## src/rtl/instr_pkg.sv

```systemverilog
// Shared definitions for the instruction fetch path: module-select codes,
// opcodes, the instruction word layout and the fetch state encodings.
package instr_pkg;

  // Module-select codes carried on address[15:12]
  localparam logic [3:0] MainMemEn    = 4'd0;
  localparam logic [3:0] InstrMemEn   = 4'd1;
  localparam logic [3:0] MatrixAluEn  = 4'd2;
  localparam logic [3:0] IntegerAluEn = 4'd3;
  localparam logic [3:0] ExecuteEn    = 4'd4;

  // Opcodes
  localparam logic [7:0] MMULT      = 8'h00;
  localparam logic [7:0] MADD       = 8'h01;
  localparam logic [7:0] MSUB       = 8'h02;
  localparam logic [7:0] MTRANSPOSE = 8'h03;
  localparam logic [7:0] MSCALE     = 8'h04;
  localparam logic [7:0] MSCALEIMM  = 8'h05;
  localparam logic [7:0] INTADD     = 8'h10;
  localparam logic [7:0] INTSUB     = 8'h11;
  localparam logic [7:0] INTMULT    = 8'h12;
  localparam logic [7:0] INTDIV     = 8'h13;
  localparam logic [7:0] STOP       = 8'hFF;

  localparam int LINE_W = 256;
  localparam int WORD_W = 32;

  typedef struct packed {
    logic [7:0] opcode;
    logic [7:0] dest;
    logic [7:0] src1;
    logic [7:0] src2;
  } instr_t;

  typedef enum logic [2:0] {IDLE, FETCH, WAIT, ISSUE, HALT} fetch_state_e;

  // Background (prefetch) bus sequencer states
  typedef enum logic [1:0] {PF_IDLE, PF_FETCH, PF_WAIT, PF_FULL} pf_state_e;

endpackage

```

## src/rtl/instr_line_buffer.sv

```systemverilog
// Line storage for the fetch sequencer: active 256-bit bank, slot pointer
// and slot mux (slot 0 = bits [255:224]). With INSTR_PREFETCH_EN defined a
// standby bank receives the prefetched line and swaps in on demand.
module instr_line_buffer
  import instr_pkg::*;
(
  input  logic                Clk,
  input  logic                nReset,
  input  logic [LINE_W-1:0]   data_i,
  input  logic                load_i,
  input  logic                adv_i,
`ifdef INSTR_PREFETCH_EN
  input  logic                pf_load_i,
  input  logic                swap_i,
`endif
  output instr_t              word_o,
  output logic                last_o
);

  logic [LINE_W-1:0] bank_q;
  logic [2:0]        slot_q;
  logic [7:0]        lsb;

`ifdef INSTR_PREFETCH_EN
  logic [LINE_W-1:0] pf_bank_q;

  // standby bank fills from the background read
  always_ff @(posedge Clk or negedge nReset) begin
    if (!nReset)        pf_bank_q <= '0;
    else if (pf_load_i) pf_bank_q <= data_i;
  end
`endif

  // active bank and slot pointer; a new line always restarts at slot 0
  always_ff @(posedge Clk or negedge nReset) begin
    if (!nReset) begin
      bank_q <= '0;
      slot_q <= '0;
    end else if (load_i) begin
      bank_q <= data_i;
      slot_q <= '0;
`ifdef INSTR_PREFETCH_EN
    end else if (swap_i) begin
      bank_q <= pf_bank_q;
      slot_q <= '0;
`endif
    end else if (adv_i) begin
      slot_q <= slot_q + 3'd1;
    end
  end

  // slot mux: lower slot numbers sit in the upper bits of the line
  always_comb begin
    lsb    = {3'd7 - slot_q, 5'd0};
    word_o = instr_t'(bank_q[lsb +: WORD_W]);
  end

  assign last_o = (slot_q == 3'd7);

endmodule

```

## src/rtl/instr_fetch_sequencer.sv

```systemverilog
// Instruction fetch sequencer: reads 256-bit ROM lines over the shared
// address/nRead bus and hands instructions to the engine one per valid/ready
// transfer. Stops on STOP_OP or when running past the last line.
// Optional macro INSTR_PREFETCH_EN: background fetch of the next line into a
// second bank so line boundaries cost no bubble.
module instr_fetch_sequencer
  import instr_pkg::*;
#(
  parameter logic [3:0] MEM_SEL   = InstrMemEn,
  parameter int         NUM_LINES = 2,
  parameter int         READ_LAT  = 1,
  parameter logic [7:0] STOP_OP   = STOP
)(
  input  logic              Clk,
  input  logic              nReset,
  input  logic              start,
  output logic [15:0]       InstrAddress,
  output logic              InstrnRead,
  input  logic [LINE_W-1:0] InstrDataIn,
  output logic [31:0]       instr_out,
  output logic              instr_valid,
  input  logic              instr_ready,
  output logic              busy,
  output logic              halted,
  output logic              overrun
);

  localparam logic [2:0]  LAT_LAST = 3'(READ_LAT - 1);
  localparam logic [12:0] NL       = 13'(NUM_LINES);

  fetch_state_e state_q, state_d;
  logic [11:0]  line_idx_q, line_idx_d;
  logic [2:0]   wcnt_q, wcnt_d;
  logic         halted_q, halted_d, overrun_q, overrun_d;
  logic         load, adv, xfer, last;
  logic [12:0]  nxt_idx;
  instr_t       word;

  assign nxt_idx = {1'b0, line_idx_q} + 13'd1;
  assign xfer    = instr_valid && instr_ready;

`ifdef INSTR_PREFETCH_EN
  pf_state_e    pf_state_q, pf_state_d;
  logic [2:0]   pf_cnt_q, pf_cnt_d;
  logic         pf_load, swap, kick, pf_full, pf_busy;

  assign pf_full = (pf_state_q == PF_FULL);
  assign pf_busy = (pf_state_q == PF_FETCH) || (pf_state_q == PF_WAIT);
`endif

  instr_line_buffer u_buf (
    .Clk       (Clk),
    .nReset    (nReset),
    .data_i    (InstrDataIn),
    .load_i    (load),
    .adv_i     (adv),
`ifdef INSTR_PREFETCH_EN
    .pf_load_i (pf_load),
    .swap_i    (swap),
`endif
    .word_o    (word),
    .last_o    (last)
  );

  // state register and sequencer status
  always_ff @(posedge Clk or negedge nReset) begin
    if (!nReset) begin
      state_q    <= IDLE;
      line_idx_q <= '0;
      wcnt_q     <= '0;
      halted_q   <= 1'b0;
      overrun_q  <= 1'b0;
    end else begin
      state_q    <= state_d;
      line_idx_q <= line_idx_d;
      wcnt_q     <= wcnt_d;
      halted_q   <= halted_d;
      overrun_q  <= overrun_d;
    end
  end

  // next-state: fetch, wait out read latency, issue slots, advance lines
  always_comb begin
    state_d    = state_q;
    line_idx_d = line_idx_q;
    wcnt_d     = wcnt_q;
    halted_d   = halted_q;
    overrun_d  = overrun_q;
    load       = 1'b0;
    adv        = 1'b0;
`ifdef INSTR_PREFETCH_EN
    swap       = 1'b0;
    kick       = 1'b0;
`endif
    unique case (state_q)
      IDLE, HALT: if (start) begin
        halted_d   = 1'b0;
        overrun_d  = 1'b0;
        line_idx_d = '0;
        state_d    = FETCH;
      end
      FETCH: begin
        wcnt_d  = '0;
        state_d = WAIT;
      end
      WAIT: begin
`ifdef INSTR_PREFETCH_EN
        // either our own read completes, or we park until the prefetch lands
        if (pf_full) begin
          swap    = 1'b1;
          kick    = nxt_idx < NL;
          state_d = ISSUE;
        end else if (!pf_busy) begin
          if (wcnt_q == LAT_LAST) begin
            load    = 1'b1;
            kick    = nxt_idx < NL;
            state_d = ISSUE;
          end else wcnt_d = wcnt_q + 3'd1;
        end
`else
        if (wcnt_q == LAT_LAST) begin
          load    = 1'b1;
          state_d = ISSUE;
        end else wcnt_d = wcnt_q + 3'd1;
`endif
      end
      ISSUE: begin
        if (word.opcode == STOP_OP) begin
          halted_d = 1'b1;
          state_d  = HALT;
        end else if (xfer) begin
          if (!last) adv = 1'b1;
          else begin
            line_idx_d = nxt_idx[11:0];
            if (nxt_idx == NL) begin
              overrun_d = 1'b1;
              state_d   = HALT;
`ifdef INSTR_PREFETCH_EN
            end else if (pf_full) begin
              swap = 1'b1;
              kick = (nxt_idx + 13'd1) < NL;
            end else if (pf_busy) begin
              state_d = WAIT;
`endif
            end else state_d = FETCH;
          end
        end
      end
      default: state_d = IDLE;
    endcase
  end

`ifdef INSTR_PREFETCH_EN
  // prefetch register
  always_ff @(posedge Clk or negedge nReset) begin
    if (!nReset) begin
      pf_state_q <= PF_IDLE;
      pf_cnt_q   <= '0;
    end else begin
      pf_state_q <= pf_state_d;
      pf_cnt_q   <= pf_cnt_d;
    end
  end

  // prefetch next-state; halting drops any line in flight or buffered
  always_comb begin
    pf_state_d = pf_state_q;
    pf_cnt_d   = pf_cnt_q;
    pf_load    = 1'b0;
    case (pf_state_q)
      PF_IDLE:  if (kick) pf_state_d = PF_FETCH;
      PF_FETCH: begin
        pf_cnt_d   = '0;
        pf_state_d = PF_WAIT;
      end
      PF_WAIT: begin
        if (pf_cnt_q == LAT_LAST) begin
          pf_load    = 1'b1;
          pf_state_d = PF_FULL;
        end else pf_cnt_d = pf_cnt_q + 3'd1;
      end
      PF_FULL:  if (swap) pf_state_d = kick ? PF_FETCH : PF_IDLE;
      default:  pf_state_d = PF_IDLE;
    endcase
    if (state_d == HALT) pf_state_d = PF_IDLE;
  end
`endif

  // outputs: one bus strobe at a time, handshake and status
  always_comb begin
    InstrnRead   = 1'b1;
    InstrAddress = '0;
    if (state_q == FETCH) begin
      InstrnRead   = 1'b0;
      InstrAddress = {MEM_SEL, line_idx_q};
    end
`ifdef INSTR_PREFETCH_EN
    else if (pf_state_q == PF_FETCH) begin
      InstrnRead   = 1'b0;
      InstrAddress = {MEM_SEL, nxt_idx[11:0]};
    end
`endif
    instr_valid = (state_q == ISSUE) && (word.opcode != STOP_OP);
    busy        = !((state_q == IDLE) || (state_q == HALT));
  end

  assign instr_out = word;
  assign halted    = halted_q;
  assign overrun   = overrun_q;

endmodule

```

## config.mk

```make
export PLATFORM = sky130hd
export DESIGN_NAME = instr_fetch_sequencer
export DESIGN_NICKNAME = d
export VERILOG_FILES = /design/src/rtl/instr_pkg.sv /design/src/rtl/instr_line_buffer.sv /design/src/rtl/instr_fetch_sequencer.sv
export SDC_FILE = /design/constraint.sdc
export NUM_CORES = 1
export LEC_CHECK = 0
export ABC_AREA = 1
export CORE_MARGIN = 1.5
export CORE_UTILIZATION = 35
export CTS_CLUSTER_DIAMETER = 80
export DETAILED_ROUTE_END_ITERATION = 8
export PLACE_DENSITY_LB_ADDON = 0.08
export SKIP_CTS_REPAIR_TIMING = 1
export SYNTH_ARGS = -nofsm -noshare
export SYNTH_HDL_FRONTEND = slang
export SYNTH_HIERARCHICAL = 1
export SYNTH_SLANG_ARGS = --single-unit
```

## constraint.sdc

```tcl
create_clock -name Clk -period 2.7 [get_ports Clk]
set_input_delay 0.54 -clock Clk [delete_from_list [all_inputs] [get_ports Clk]]
set_output_delay 0.54 -clock Clk [all_outputs]
set_load 0.05 [all_outputs]
```

==> results of run 1 <==
==> metrics by stage <==
step | cell area, sq um | total power, uW | worst slack (ps)
finish | 19600 | 24900 | -100
global route | 19600 | 26600 | -226
CTS | 19100 | 24400 | -322
detailed placement | 18000 | 19700 | 148
global placement | 18000 | 19500 | 207
floorplan | 14000 | 14400 | -62.8
==> worst max-delay path by stage <==
stage,depth (start not counted),startpoint,endpoint
floorplan,4,state_q[2],InstrAddress[10]
global route,11,u_buf/slot_q[0],instr_valid
finish,11,u_buf/slot_q[0],instr_valid
global placement,14,u_buf/slot_q[0],line_idx_q[5]
detailed placement,14,u_buf/slot_q[0],line_idx_q[5]
CTS,10,u_buf/slot_q[0],instr_valid
==> flip-flops by register name (all words and copies together) (netlist names) <==
register / cells
line_idx_q: 12
u_buf/slot_q: 3
state_q: 3
overrun: 1
halted: 1
u_buf/bank_q: 256
wcnt_q: 3
==> routing by layer <==
metal	wire length, um	track usage [%]	vias to the layer above
met2	22000	36.0	369
met1	22500	32.8	5991
met4	1830	9.37	0
li1	-	-	6436
met5	0	0	-
met3	2390	3.08	90
==> kinds of logic after synthesis <==
kind of cell	synth area share, %
flip-flops	49.9
buffers and inverters	12.0
AND/OR/NAND/NOR	27.4
XOR/XNOR	0.125
AO/OA/AOI/OAI	10.0
other	0.0268
adder cells (fa/ha/maj)	0.537
==> cell usage in the layout, fill, tap and decap left out, types with 2 or more instances in the layout <==
cell / count
a21oi_1: 5
buf_12: 48
buf_16: 2
buf_4: 42
buf_6: 5
bufinv_16: 3
clkbuf_1: 10
clkbuf_16: 40
clkbuf_8: 5
clkdlybuf4s50_1: 261
clkinv_2: 4
conb_1: 3
dfrtp_1: 277
ha_1: 6
inv_1: 284
inv_2: 3
nand2_1: 711
nand2_2: 44
nand2_4: 4
nand3_1: 132
nand3_2: 13
nand4_1: 7
nor2_1: 24
nor2_2: 11
nor2_4: 5
nor3_4: 2
o21ai_0: 264
o21ai_2: 3
xor2_1: 2
==> area by class of cell <==
cell class | count | area, sq um | area share [%]
Inverter | 289 | 1100 | 5.61
Multi-Input combinational cell | 1242 | 5600 | 28.6
Tap cell | 525 | 657 | 3.35
Timing Repair Buffer | 365 | 4150 | 21.2
Clock inverter | 7 | 114 | 0.581
Antenna cell | 1 | 2.50 | 0.0128
Clock buffer | 50 | 982 | 5.01
Sequential cell | 279 | 6990 | 35.7
==> power by group through the flow <==
| stage | combinational, uW | sequential [uW] | clock [uW] |
|---|---|---|---|
| finish | 13600 | 6680 | 4560 |
| global route | 14900 | 6880 | 4830 |
| CTS | 13000 | 6670 | 4680 |
| detailed placement | 13000 | 6740 | 0 |
| global placement | 12900 | 6690 | 0 |
| floorplan | 7740 | 6640 | 0 |
==> critical path, delay by kind of cell, from the launching register on <==
family	cells	cell delay, ps
DFF	1	510
and+or+nand+nor	8	780
buffers and inverters	3	450
==> results.toml, run 1 <==
[setup_path]
crit_path_end_kind = "primary output"
r2r-start = "u_buf/slot_q[0]"
regToRegSetupSlack_ps = 200
slowest_stage = "dfrtp_4"
r2r-end = "line_idx_q[10]"
reg2regPathDepth = 16
path_class = "flip-flop to primary output"
crit_top_cell = "nand2_1"
path_cells = "clkinv_8 > clkbuf_16 > nand2_1 > nand3_1 > nand2_1 > nand2_1 > nand2_1 > nand4_1 > nor2_4 > nor2_4 > buf_12"
crit_path_max_fanout = 13
required_ps = 2160
cpPeakStageDelay_ps = 510
critPathLaunchType = "flip-flop"
critical_path_arrival_ps = 2260

[synthesis]
seq_area_frac_synth_pct = 49.9
synth_edf_count = 0
avgSynthCellArea_sq_um = 7.29
synth_seq_cells = 279
ys.flop_type = "dfrtp_1"
synth_common_cells = "nand2_1 (759), inv_1 (285), dfrtp_1 (279)"
yosysUniqueCellTypes = 27
synth_top_area_share_pct = 49.9
synth.most_common_cell = "nand2_1"
async_reset_ff_share_pct = 100
synthTopCellsByArea = "dfrtp_1 (50%), nand2_1 (20%), o21ai_0 (9.4%), inv_1 (7.6%), nand3_1 (5.2%)"
syn_area_sq_mm = 0.0140
synth_cells = 1919
synth_top_area_cell = "dfrtp_1"
synth_warnings = 6

[floorplanning]
num_io_pins = 313
floorplan.rows = 73
start_util_pct = 35.4
design.core.area_sq_mm = 0.0395
die_y_um = 203
die_area_sq_mm = 0.0412
die_w_um = 203

[power_and_ir_drop]
p_per_area_mw_per_mm2 = 1270
switchingPower_uw = 10900
irDropWorstVdd_mv = 0.519
clock_power_share_pct = 18.3
p_seq_share_pct = 26.9
p_int_uw = 14000
p_comb_share_pct = 54.8
switching_share_pct = 43.8
p_leak_uw = 0.00948

[final_layout]
nFillCells = 3957
fin_util_pct = 49.6
layoutNonFillerInstCount = 2758
syn_to_final_growth_pct = 40.1
final_nets = 2477
drive_gt1_share_pct = 10.9

[run]
drv_cap = 0

[cts]
cts_tree = "done"
cts.root.buffer_cell = "clkbuf_16"
cts_buffers = 34
clock_path_buffers = 3
htreeDepth = 2
clkLatencyLatePin_ps = 520
clock_sinks = 279
clkTransAtPathRegs_ps = 60

[detailed_routing]
drt_wl_total_um = 48800
antenna_left = 0
drt_iter0_markers = 790
drt-pass1-iter-count = 5
drc = 0
wire_per_inst_um = 17.7
vias = 12900
vias_per_cell = 4.67

[timing]
hold_violations = 0
setup_ws_ps = -100
setup_viol = 10
finalCritPeriodShare_pct = 104
tightest_slew_ps = 615
max_slew_margin_pct = 59.0
rsz0062_at_grt = "yes"
fin_skew_ps = 27.3
slew_viol_final = 0
fmax_ghz = 0.357
setup_tns_ps = -362
fin_crit_ps = 2800
hold_ws_ps = 23.1

[placement]
io_buffers = 309
place_hpwl_um = 35300
place.gp.congestion = 0.930
dpl.cell_count = 2685

[global_route]
antenna_found_initial = 1
track_usage_pct = 23.2
grt_pass1_wl_um = 73300
grt_max_degree = 121
grt_pass1_vias = 12700
grt.overflow.total = 0

[run_status]
violations = "setup timing"
outcome = "complete, but fails checks"

[min_path]
hold_class = "input port to asynchronous set/reset pin"
No activity file was read; power rests on OpenSTA's default activity.
==> inputs of run 2 (changes only) <==
- ABC_AREA: 1 -> unset
==> run 2 against run 1 <==
The run ends with hold timing, setup timing left. Non-clock buffer count down 12. Critical path depth down 4. Clock-buffer cell count is 1 higher. Combinational power decreased by 23%. Worst setup slack got worse by 280 ps. Hold slack got worse by 40 ps. Design area fell by 7.2%. Sequential cell count unchanged. Synthesized area decreased by 6.6%. Critical path type unchanged. Wire length fell by 29%. Critical endpoint unchanged. Clock power fell by 4%.
==> results.toml, run 2 <==
[cts]
clkLatencyLatePin_ps = 510
cts.root.buffer_cell = "clkbuf_16"
cts_tree = "done"
clock_path_buffers = 3
cts_buffers = 34
htreeDepth = 2
clkTransAtPathRegs_ps = 60
clock_sinks = 279

[timing]
setup_ws_ps = -384
slew_viol_final = 0
rsz0062_at_grt = "yes"
finalCritPeriodShare_pct = 114
hold_ws_ps = -17.1
tightest_slew_ps = 564
fmax_ghz = 0.324
fin_crit_ps = 3080
setup_viol = 33
setup_tns_ps = -6580
fin_skew_ps = 10.6
max_slew_margin_pct = 62.4
hold_violations = 15

[power_and_ir_drop]
p_per_area_mw_per_mm2 = 1220
p_leak_uw = 0.00731
irDropWorstVdd_mv = 0.605

[floorplanning]
num_io_pins = 313
floorplan.rows = 70
die_w_um = 196
design.core.area_sq_mm = 0.0367
die_y_um = 196
die_area_sq_mm = 0.0385
start_util_pct = 35.6

[placement]
io_buffers = 309
place_ws_ps = -14.6
place_hpwl_um = 23400
dpl.cell_count = 1601
place.gp.congestion = 0.778

[final_layout]
final_nets = 1446
mostFrequentLayoutCell = "mux2_2"
syn_to_final_growth_pct = 39.1
reg_top3 = "u_buf/bank_q (256), line_idx_q (12)"
largest_register_ffs = 256
largest_register = "u_buf/bank_q"
drive_gt1_share_pct = 40.7
layoutNonFillerInstCount = 1672
nFillCells = 3221
final_cell_mix = "mux2_2 (280), dfrtp_1 (276), clkdlybuf4s50_1 (261)"

[setup_path]
r2r-end = "line_idx_q[3]"
required_ps = 2160
crit_path_max_fanout = 6
critPathLaunchType = "flip-flop"
crit_path_end_kind = "primary output"
path_class = "flip-flop to primary output"
regToRegSetupSlack_ps = -30
reg2regPathDepth = 10
r2r-start = "u_buf/slot_q[0]"
critical_path_arrival_ps = 2540

[run]
drv_cap = 0

[synthesis]
synth_seq_cells = 279
synth_common_cells = "mux2_2 (288), dfrtp_1 (279), mux4_2 (39)"
muxShareOfSynthArea_pct = 36.8
avgSynthCellArea_sq_um = 15.4
syn_area_sq_mm = 0.0131
synth_top_area_cell = "dfrtp_1"
synth-adder-area-share_pct = 0.574
yosys.area_share.simple_pct = 3.25
synth_top_area_share_pct = 53.4
ys.flop_type = "dfrtp_1"
yosysUniqueCellTypes = 55
async_reset_ff_share_pct = 100
seq_area_frac_synth_pct = 53.4
synth_top_family_by_area = "multiplexers"
synth_edf_count = 0
synth_compound_area_share_pct = 2.56
synth_cells = 847
synthTopCellsByArea = "dfrtp_1 (53%), mux2_2 (25%), mux4_2 (6.7%), mux4_1 (5.0%), buf_2 (0.96%)"
synth.most_common_cell = "mux2_2"
synth_warnings = 6
synth_xor_area_share_pct = 0.268

[global_route]
grt_pass1_wl_um = 52300
antenna_found_initial = 6
grt.overflow.total = 0
track_usage_pct = 17.6
grt_pass1_vias = 8808
grt_max_degree = 64

[detailed_routing]
vias_per_cell = 5.00
drt-pass1-iter-count = 4
vias = 8366
drt_wl_total_um = 34400
drc = 0
antenna_left = 0
wire_per_inst_um = 20.6
drt_iter0_markers = 288

[run_status]
violations = "hold timing, setup timing"
outcome = "complete, but fails checks"

[min_path]
hold_class = "input port to asynchronous set/reset pin"
-- run 2: changes by cell type after synthesis, moves of 20 or more --
cell and delta:
inv_1 -274, nand2_1 -746, buf_2 -20, nand3_1 -137, mux2_2 +288, mux4_1 +25
mux4_2 +39, o21ai_0 -241
-- run 2: layer usage --
metal | vias to the layer above | global-route usage [%] | wire [um]
li1 | 3852 | - | -
met4 | 4 | 4.22 | 493
met2 | 233 | 27.0 | 15900
met5 | - | 0 | 23
met3 | 40 | 5.57 | 2460
met1 | 4237 | 24.2 | 15600
-- run 2: per-stage QoR --
stage	total power [uW]	utilization, %	area (sq um)	hold slack, ps
final	22200	49.5	18200	-17.1
after global routing	23500	49.5	18200	5.74
after CTS	22200	49.0	18000	-15.4
after detailed placement	17700	46.0	16900	488
after global placement	17500	46.0	16900	482
after floorplan	14700	-	13100	244
-- run 2: cell families after synthesis --
kind of cell / Yosys count
other: 1
buffers and inverters: 70
and+or+nand+nor: 80
AOI/OAI and AO/OA: 52
DFF: 279
adders and majority gates: 6
muxes: 355
xor gates and xnor gates: 4
-- run 2: worst max-delay path: stages (launching register included) --
cell	delay, ps
dfrtp_4	470
buf_12	140
mux4_2	510
mux2_4	290
nand4_1	210
o211ai_1	170
inv_2	110
buf_12	140
-- run 2: report_power, final --
part | switching, uW | internal [uW] | total, uW
sequential | 1060 | 6250 | 7310
combinational | 4810 | 5660 | 10500
clock | 1740 | 2660 | 4400
-- run 2: layout make-up --
cell class | instances | area, sq um | area share (%)
flip-flops and latches | 279 | 6990 | 38.5
multi-input cells | 501 | 5750 | 31.7
repair buffers | 353 | 3720 | 20.5
clock buffers | 51 | 1010 | 5.53
well taps | 468 | 586 | 3.22
clock inverters | 7 | 68.8 | 0.379
inverters | 11 | 45.0 | 0.248
diodes | 2 | 5.00 | 0.0275
-- run 2: how the worst max path moves through the flow --
| stage | startpoint | end | depth (start not counted) |
|---|---|---|---|
| final | u_buf/slot_q[0] | instr_valid | 7 |
| after CTS | u_buf/slot_q[0] | instr_valid | 7 |
| after floorplan | u_buf/slot_q[2] | state_q[2] | 9 |
| after global placement | u_buf/slot_q[0] | state_q[2] | 8 |
| after detailed placement | u_buf/slot_q[0] | state_q[2] | 8 |
| after global routing | u_buf/slot_q[0] | instr_valid | 7 |
==> inputs of run 3 (changes only) <==
- HOLD_SLACK_MARGIN: unset -> 0.1
- clock period: 2.7 -> 3.9 ns (I/O delays scaled with it)
==> run 3 against run 2 <==
The flow now finishes without violations. First-iteration DRC count down 13%. Clock-buffer cell count increased by 3. Die area did not move. Design area is 2.1% lower. Clock power decreased by 30%. Wire length is 3.5% lower. Combinational power decreased by 34%. Critical path type unchanged. Largest cell class unchanged.
==> results.toml, run 3 (synthesis gave the netlist of run 2 again) <==
[global_route]
track_usage_pct = 17.5
grt_pass1_wl_um = 52000
grt_max_degree = 102
grt.overflow.total = 0
antenna_found_initial = 2
grt_pass1_vias = 9013

[timing]
fin_skew_ps = 16.8
slew_viol_final = 0
setup_viol = 0
finalCritPeriodShare_pct = 94.8
hold_violations = 0
fmax_ghz = 0.270
fin_crit_ps = 3700
max_slew_margin_pct = 51.0
setup_ws_ps = 201
hold_ws_ps = 282
rsz0062_at_grt = "no"
tightest_slew_ps = 736

[setup_path]
critPathLaunchType = "flip-flop"
crit_path_max_fanout = 32
crit_path_end_kind = "primary output"
required_ps = 3120
path_class = "flip-flop to primary output"
cp_num_buf_inv = 2
path_cells = "buf_4 > mux4_2 > mux2_2 > clkdlybuf4s50_1"
critPathTopFamily = "buffers and inverters"
critical_path_arrival_ps = 2920
slowest_stage = "dfrtp_4"
cpPeakStageDelay_ps = 780

[placement]
place_ws_ps = 508
place_hpwl_um = 23100
place.gp.congestion = 0.756
io_buffers = 309
placed_area_sq_mm = 0.0167

[final_layout]
fin_area_sq_mm = 0.0178
largest_register_ffs = 256
seq_area_sq_mm = 0.00699
nFillCells = 3223
diodes = 0
final_cell_mix = "clkdlybuf4s50_1 (305), mux2_2 (288), dfrtp_1 (276)"
largest_register = "u_buf/bank_q"
syn_to_final_growth_pct = 36.1
reg_top3 = "u_buf/bank_q (256), line_idx_q (12)"
final_nets = 1428
mostFrequentLayoutCell = "clkdlybuf4s50_1"
drive_gt1_share_pct = 35.7
multi_input_area_sq_mm = 0.00570

[detailed_routing]
vias = 8334
vias_per_cell = 5.04
drc = 0
drt_wl_total_um = 33200
antenna_left = 0
drt-pass1-iter-count = 6
wire_per_inst_um = 20.1
drt_iter0_markers = 251

[floorplanning]
design.core.area_sq_mm = 0.0367
die_y_um = 196
die_area_sq_mm = 0.0385
start_util_pct = 35.6
floorplan.rows = 70
die_w_um = 196
num_io_pins = 313

[run_status]
outcome = "finished clean"

[cts]
cts_tree = "done"
clock_path_buffers = 3
clkTransAtPathRegs_ps = 60
cts.root.buffer_cell = "clkbuf_16"
cts_buffers = 35
clkLatencyLatePin_ps = 520
htreeDepth = 2
clock_sinks = 279

[run]
drv_cap = 0

[power_and_ir_drop]
irDropWorstVdd_mv = 0.659
totalPowerFinal_uw = 15000
p_leak_uw = 0.00706
p_per_area_mw_per_mm2 = 845

[min_path]
hold_class = "input port to asynchronous set/reset pin"
==> run 3: changes by cell type in the layout (fill, tap and decap cells not counted), sizes merged <==
cell	previous run	this run
and2	12	11
buf	88	30
bufinv	1	0
clkdlybuf4s50	261	305
clkinv	3	5
clkinvlp	3	1
diode	2	0
dlymetal6s2s	1	0
==> run 3: metal layers <==
metal | GRT usage [%] | vias to the layer above | part of all wire (%)
met5 | 0 | - | 0.081
met4 | 4.73 | 4 | 2.0
met3 | 5.71 | 45 | 8.0
met2 | 27.2 | 251 | 46
met1 | 23.5 | 4231 | 44
li1 | - | 3803 | -
==> run 3: area by class of cell <==
class                   count  share of cell area [%]
clock buffers              54                    5.96
repair buffers            335                    19.0
inverters                  11                   0.232
multi-input cells         500                    32.0
well taps                 468                    3.29
clock inverters             6                   0.183
flip-flops and latches    279                    39.3
==> run 3: path summary, 6_finish.rpt <==
check | start | end | slack (ps) | cells past startpoint
hold / removal | nReset | u_buf/bank_q[153] | 280 | 1
max in group asynchronous | nReset | u_buf/bank_q[30] | 2690 | 2
setup reg to reg | u_buf/slot_q[0] | line_idx_q[11] | 900 | 8
hold reg to reg | u_buf/bank_q[198] | u_buf/bank_q[198] | 490 | 1
min in group Clk | u_buf/bank_q[198] | u_buf/bank_q[198] | 490 | 1
setup / recovery | u_buf/slot_q[2] | instr_out[13] | 200 | 4
==> run 3: per-stage QoR <==
stage | utilization, % | instances | TNS, ps
floorplan | - | 849 | 0
global placement | 45.4 | 1587 | 0
detailed placement | 45.4 | 1587 | 0
CTS | 48.4 | 1647 | -96.7
global route | 48.5 | 1653 | 0
finish | 48.5 | 1653 | 0
==> run 3: power by group <==
part           leakage (uW)  switching, uW  internal (uW)
Clock              0.000538           1210           1860
Combinational       0.00321           3180           3710
Sequential          0.00331            748           4330
Total               0.00706           5140           9900
